`config.mk`:
```
export PLATFORM = sky130hd
export DESIGN_NAME = regfile_param_clr
export DESIGN_NICKNAME = d
export VERILOG_FILES = /design/src/rtl/regfile_pkg.sv /design/src/rtl/regfile_clr_seq.sv /design/src/rtl/regfile_param_clr.sv
export SDC_FILE = /design/constraint.sdc
export NUM_CORES = 1
export LEC_CHECK = 0
export ABC_AREA = 1
export BUFFER_PORTS_ARGS = -buffer_cell sky130_fd_sc_hd__buf_2
export CELL_PAD_IN_SITES_DETAIL_PLACEMENT = 1
export CELL_PAD_IN_SITES_GLOBAL_PLACEMENT = 1
export CORE_ASPECT_RATIO = 0.8
export CORE_MARGIN = 5
export CORE_UTILIZATION = 49
export CTS_CLUSTER_SIZE = 10
export DETAILED_ROUTE_END_ITERATION = 8
export HOLD_SLACK_MARGIN = 0.06
export PLACE_DENSITY = 0.85
export SYNTH_ARGS = -nofsm -noshare
export SYNTH_HDL_FRONTEND = slang
export SYNTH_SLANG_ARGS = --single-unit
```
`constraint.sdc`:
```
create_clock -name clk -period 3.8 [get_ports clk]
set_clock_uncertainty 0.2 [all_clocks]
set_input_delay 0.95 -clock clk [delete_from_list [all_inputs] [get_ports clk]]
set_output_delay 0.95 -clock clk [all_outputs]
set_load 0.005 [all_outputs]
```
`src/rtl/regfile_pkg.sv`:
```
// regfile_pkg: shared state encoding and address-width helper for the register file
package regfile_pkg;
    typedef enum logic {CLEAR = 1'b0, READY = 1'b1} state_e;
    function automatic int clog2(input int n);
        int r = 0;
        for (int v = n - 1; v > 0; v = v >> 1) r++;
        return r;
    endfunction
endpackage

```
`src/rtl/regfile_clr_seq.sv`:
```
// regfile_clr_seq: post-reset sequencer that zeroes one entry per cycle, then raises ready
module regfile_clr_seq
    import regfile_pkg::*;
#(
    parameter int DEPTH = 8,
    parameter int AW    = 3
) (
    input  logic          clk,
    input  logic          reset,
    output logic          o_clr_we,
    output logic [AW-1:0] o_clr_addr,
    output logic          o_ready
);
    state_e        r_state, w_state_nxt;
    logic [AW-1:0] r_ptr, w_ptr_nxt;
    // state and clear pointer; reset restarts the sweep from entry 0
    always_ff @(posedge clk or posedge reset) begin
        if (reset) begin
            r_state <= CLEAR;
            r_ptr   <= '0;
        end else begin
            r_state <= w_state_nxt;
            r_ptr   <= w_ptr_nxt;
        end
    end
    // sweep entries while clearing; the write of the last entry hands over to READY
    always_comb begin
        w_state_nxt = r_state;
        w_ptr_nxt   = r_ptr;
        o_clr_we    = 1'b0;
        if (r_state == CLEAR) begin
            o_clr_we  = 1'b1;
            w_ptr_nxt = r_ptr + 1'b1;
            if (r_ptr == AW'(DEPTH - 1)) begin
                w_state_nxt = READY;
                w_ptr_nxt   = '0;
            end
        end
    end
    assign o_clr_addr = r_ptr;
    assign o_ready    = (r_state == READY);
endmodule

```
`src/rtl/regfile_param_clr.sv`:
```
// regfile_param_clr: multi-read register file with clear-after-reset, bypass and zero entry
module regfile_param_clr
    import regfile_pkg::*;
#(
    parameter int  WIDTH    = 16,
    parameter int  DEPTH    = 8,
    parameter int  NUM_RD   = 2,
    parameter int  READ_LAT = 0,
    parameter int  BYPASS   = 0,
    parameter int  ZERO_REG = 0,
    localparam int AW       = clog2(DEPTH)
) (
    input  logic                    clk,
    input  logic                    reset,
    input  logic                    write,
    input  logic [AW-1:0]           wrAddr,
    input  logic [WIDTH-1:0]        wrData,
    input  logic [NUM_RD*AW-1:0]    rdAddr,
    output logic [NUM_RD*WIDTH-1:0] rdData,
    output logic                    ready
);
    logic [WIDTH-1:0] r_mem [DEPTH];
    logic             w_clr_we, w_user_we, w_we;
    logic [AW-1:0]    w_clr_addr, w_waddr;
    logic [WIDTH-1:0] w_wdata;

    regfile_clr_seq #(.DEPTH(DEPTH), .AW(AW)) u_seq (
        .clk        (clk),
        .reset      (reset),
        .o_clr_we   (w_clr_we),
        .o_clr_addr (w_clr_addr),
        .o_ready    (ready)
    );

    assign w_user_we = ready && write && (32'(wrAddr) < DEPTH) && !(ZERO_REG != 0 && wrAddr == '0);
    assign w_we      = w_clr_we || w_user_we;
    assign w_waddr   = w_clr_we ? w_clr_addr : wrAddr;
    assign w_wdata   = w_clr_we ? '0 : wrData;

    // storage is not reset; the clear sequencer zeroes it instead
    always_ff @(posedge clk) begin
        if (w_we) r_mem[w_waddr] <= w_wdata;
    end

    for (genvar k = 0; k < NUM_RD; k++) begin : g_rd
        logic [AW-1:0]    w_ra;
        logic [WIDTH-1:0] w_val;
        assign w_ra  = rdAddr[k*AW +: AW];
        assign w_val = (!ready || 32'(w_ra) >= DEPTH || (ZERO_REG != 0 && w_ra == '0)) ? '0 :
                       (BYPASS != 0 && w_user_we && w_ra == wrAddr) ? wrData : r_mem[w_ra];
        if (READ_LAT != 0) begin : g_reg
            logic [WIDTH-1:0] r_q;
            // registered read port, cleared by reset
            always_ff @(posedge clk or posedge reset) begin
                if (reset) r_q <= '0;
                else r_q <= w_val;
            end
            assign rdData[k*WIDTH +: WIDTH] = r_q;
        end else begin : g_comb
            assign rdData[k*WIDTH +: WIDTH] = w_val;
        end
    end
endmodule

```
==> metrics.md <==
| Metric | Value |
|---|---|
| CP arrival | 2.25 ns |
| Max_cap viols | 0 |
| Power per Cell Area | 416 mW/mm^2 |
| RSZ-0062 raised after global routing | no |
| Slew Limit Fails | 0 |
| F_max | roughly 0.29 GHz |
| GP Congestion | 0.777 |
| Clk buf depth | 2 |
| DRT iter0 DRCs | about 580 |
| Fin crit share | 89.4% |
| Via-per-instance ratio | 5.37 |
| Min setup slack post-route | roughly 0.4 ns |
| Post-synth ARST share | under 10% |
| Yosys top cell area share | 52.0% |
| Worst Setup End Kind | output port |
| Clk_lat worst skew | 0.42 ns |
| Die ar. | 0.0177 sq mm |
| Hold crit path type | in -> async |
| Antenna viol nets, final | 0 |
| Post-CTS Setup Bufs | 0 |
| First-pass GRT wire length | ~36 mm |
| Min Clock Period, post-route | around 3.4 ns |
| Vias in the first global route | slightly below 7,000 |
| Inserted Clock Buffers | 17 |
| Post-synth EDFFs | 128 |
| Post-synthesis cell type count | 22 |
| Ys Warns | 0 |
| Slew @ Worst Pin | a little under 0.6 ns |
| Sink Count | 132 |
| Dominant synthesized flop cell | edfxtp_1 |
| Slew margin rel. | 61.2% |
| Placed inst area | 0.00780 sq mm |
| Vias post-DR | 6,353 |
| FF-to-FF End | r_mem[1][7] |
| Final hold vios | 0 |
| Leakage | just over 0.004 uW |
| Final HPWL DP | 14.0 mm |
| GRT overflow | 0 |
| Crit. Startpoint | rdAddr[3] |
| I/O pin cnt | just over 60 |
| Cts-stage hold buffer count | 0 |
| Cells after DPL | approximately 1,200 |
| Chip width | around 150 microns |
| Status | complete, no violations |
| Post-synth net total | approximately 960 |
| Critical Path Start Type | input pin |
| Inserted Diodes | 0 |
| Num rows | 40 |
| Worst reg2reg setup slack | about 1.6 ns |
| Area Growth Syn to Fin | 12.6% |
| Post-synthesis sequential area ratio | 53.4% |
| Setup_tns | 0 ns |
| Top-count cell post-synth | nand2_1 |
| R2R cell count | 6 |
| Fillers | 1,879 |
| Largest cells by area after synthesis | edfxtp_1, nand2_1, nand3_1 |
| Setup violations, final | 0 |
| CTS Root Buffer Type | clkbuf_16 |
| Layout cells sized above 1 | 12.5% |
| Largest net degree at the start of global routing | between 60 and 70 |
| Drt first pass iters | 5 |
| Chip height | approximately 120 microns |
| Synthesized area | 0.00739 sq mm |
| GRT Total Usage | 26.6% |
| Synth top cells by count | nand2_1, nand3_1, inv_1 |
| Port Buffers | 60 |
| Post-CTS sizing | 0 |
| Initial core utilization | 49.6% |
| Post-Place Setup Slack | about 0.38 ns |
| Fin area | approximately 0.0083 sq mm |
| Placeable Area | 0.0149 sq mm |
| Worst-path maximum fanout | 24 |
| Initial antenna violation count | 0 |
| VDD IR max | ~0.34 mV |
| CTS H-tree lvls | 4 |
| WL per Instance | 19.1 microns |
| Synth Area per Inst | around 8 sq um |
| Setup CP Type | in -> out |
| Non-Filler Instances | about 1,200 |
| Fin nets | slightly above 1,000 |
| Total Wirelength | approximately 23 mm |
| Pwr Total | 3460 uW |
| CTS tree | done |
| FF+latch count, synth | 132 |
| Clock slew at reported path FFs | 0.05 ns |
| Syn Inst Count | ~930 |
| # DRC | 0 |
| Critical Path RT | 2.65 ns |
| FF-to-FF Start | u_seq.o_ready |
| Largest area contributor in the netlist | edfxtp_1 |
## flip-flops by register name (all words and copies together), names as in the netlist
name and flops:
u_seq.o_ready 1, u_seq.o_clr_addr 3, r_mem 128
## placed cells by master, fill, tap and decap left out
cell / instances
buf_12: 6
clkbuf_8: 3
a21oi_1: 1
inv_1: 148
buf_4: 21
clkbuf_1: 7
clkbuf_16: 17
clkinvlp_4: 1
dfrtp_2: 1
ha_1: 2
nand2b_4: 1
a21oi_2: 1
or2_2: 3
o21ai_1: 1
clkinv_2: 5
nand2_1: 347
buf_2: 60
edfxtp_1: 128
nand3_1: 160
or2_1: 1
dfrtp_1: 3
nor2_1: 73
inv_2: 4
o21ai_2: 1
## worst max-delay path: stages
cell and delay [ns]:
buf_2 0.13, inv_2 0.42, buf_12 0.23, nand2_1 0.07, nand3_1 0.07, nand3_1 0.07
nand2_1 0.09, nor2_1 0.06, buf_2 0.12
## power breakdown
part | internal [uW] | leakage (uW) | switching (uW)
Sequential | 1610 | 0.00121 | 2.48
Clock | 881 | 0.000255 | 589
Combinational | 125 | 0.00268 | 252
## routing by layer
layer  part of all wire, %  global-route usage [%]  up-vias
met5                     0                       0        -
met4                   2.1                    8.85        0
met3                   6.3                    4.15       37
met2                    50                    46.5      215
met1                    42                    33.9     3094
li1                      -                       -     3007
## per-stage QoR
stage	hold slack (ns)	utilization, %
global placement	0.304	52.3
floorplan	0.279	-
CTS	0.193	55.8
detailed placement	0.312	52.3
finish	0.207	55.8
global route	0.213	55.8
## cell type report
type / count / area (sq um) / area share (%)
clock buffers: 27 / 493 / 5.92
clock inverters: 5 / 27.5 / 0.331
inverters: 153 / 576 / 6.91
multi-input cells: 591 / 2470 / 29.7
flip-flops and latches: 132 / 3950 / 47.4
well taps: 189 / 236 / 2.84
repair buffers: 87 / 578 / 6.94
## worst max-delay path by stage
| stage | to | slack, ns |
|---|---|---|
| 4_1_cts | rdData[17] | 0.38 |
| 2_1_floorplan | rdData[17] | 1.07 |
| 5_1_grt | rdData[21] | 0.29 |
| 3_3_place_gp | rdData[25] | 0.42 |
| 6_report | rdData[21] | 0.40 |
| 3_5_place_dp | rdData[17] | 0.38 |
## logic make-up (layout without fill, tap and decap cells)
kind of cell	Yosys count	count (layout)	share of synthesized area (%)
flops	132	132	53.4
simple gates	585	585	32.7
compound gates	4	4	0.372
fa+ha+maj	2	2	0.338
buf+inv	205	272	13.3
(Power assumes the default switching activity.)
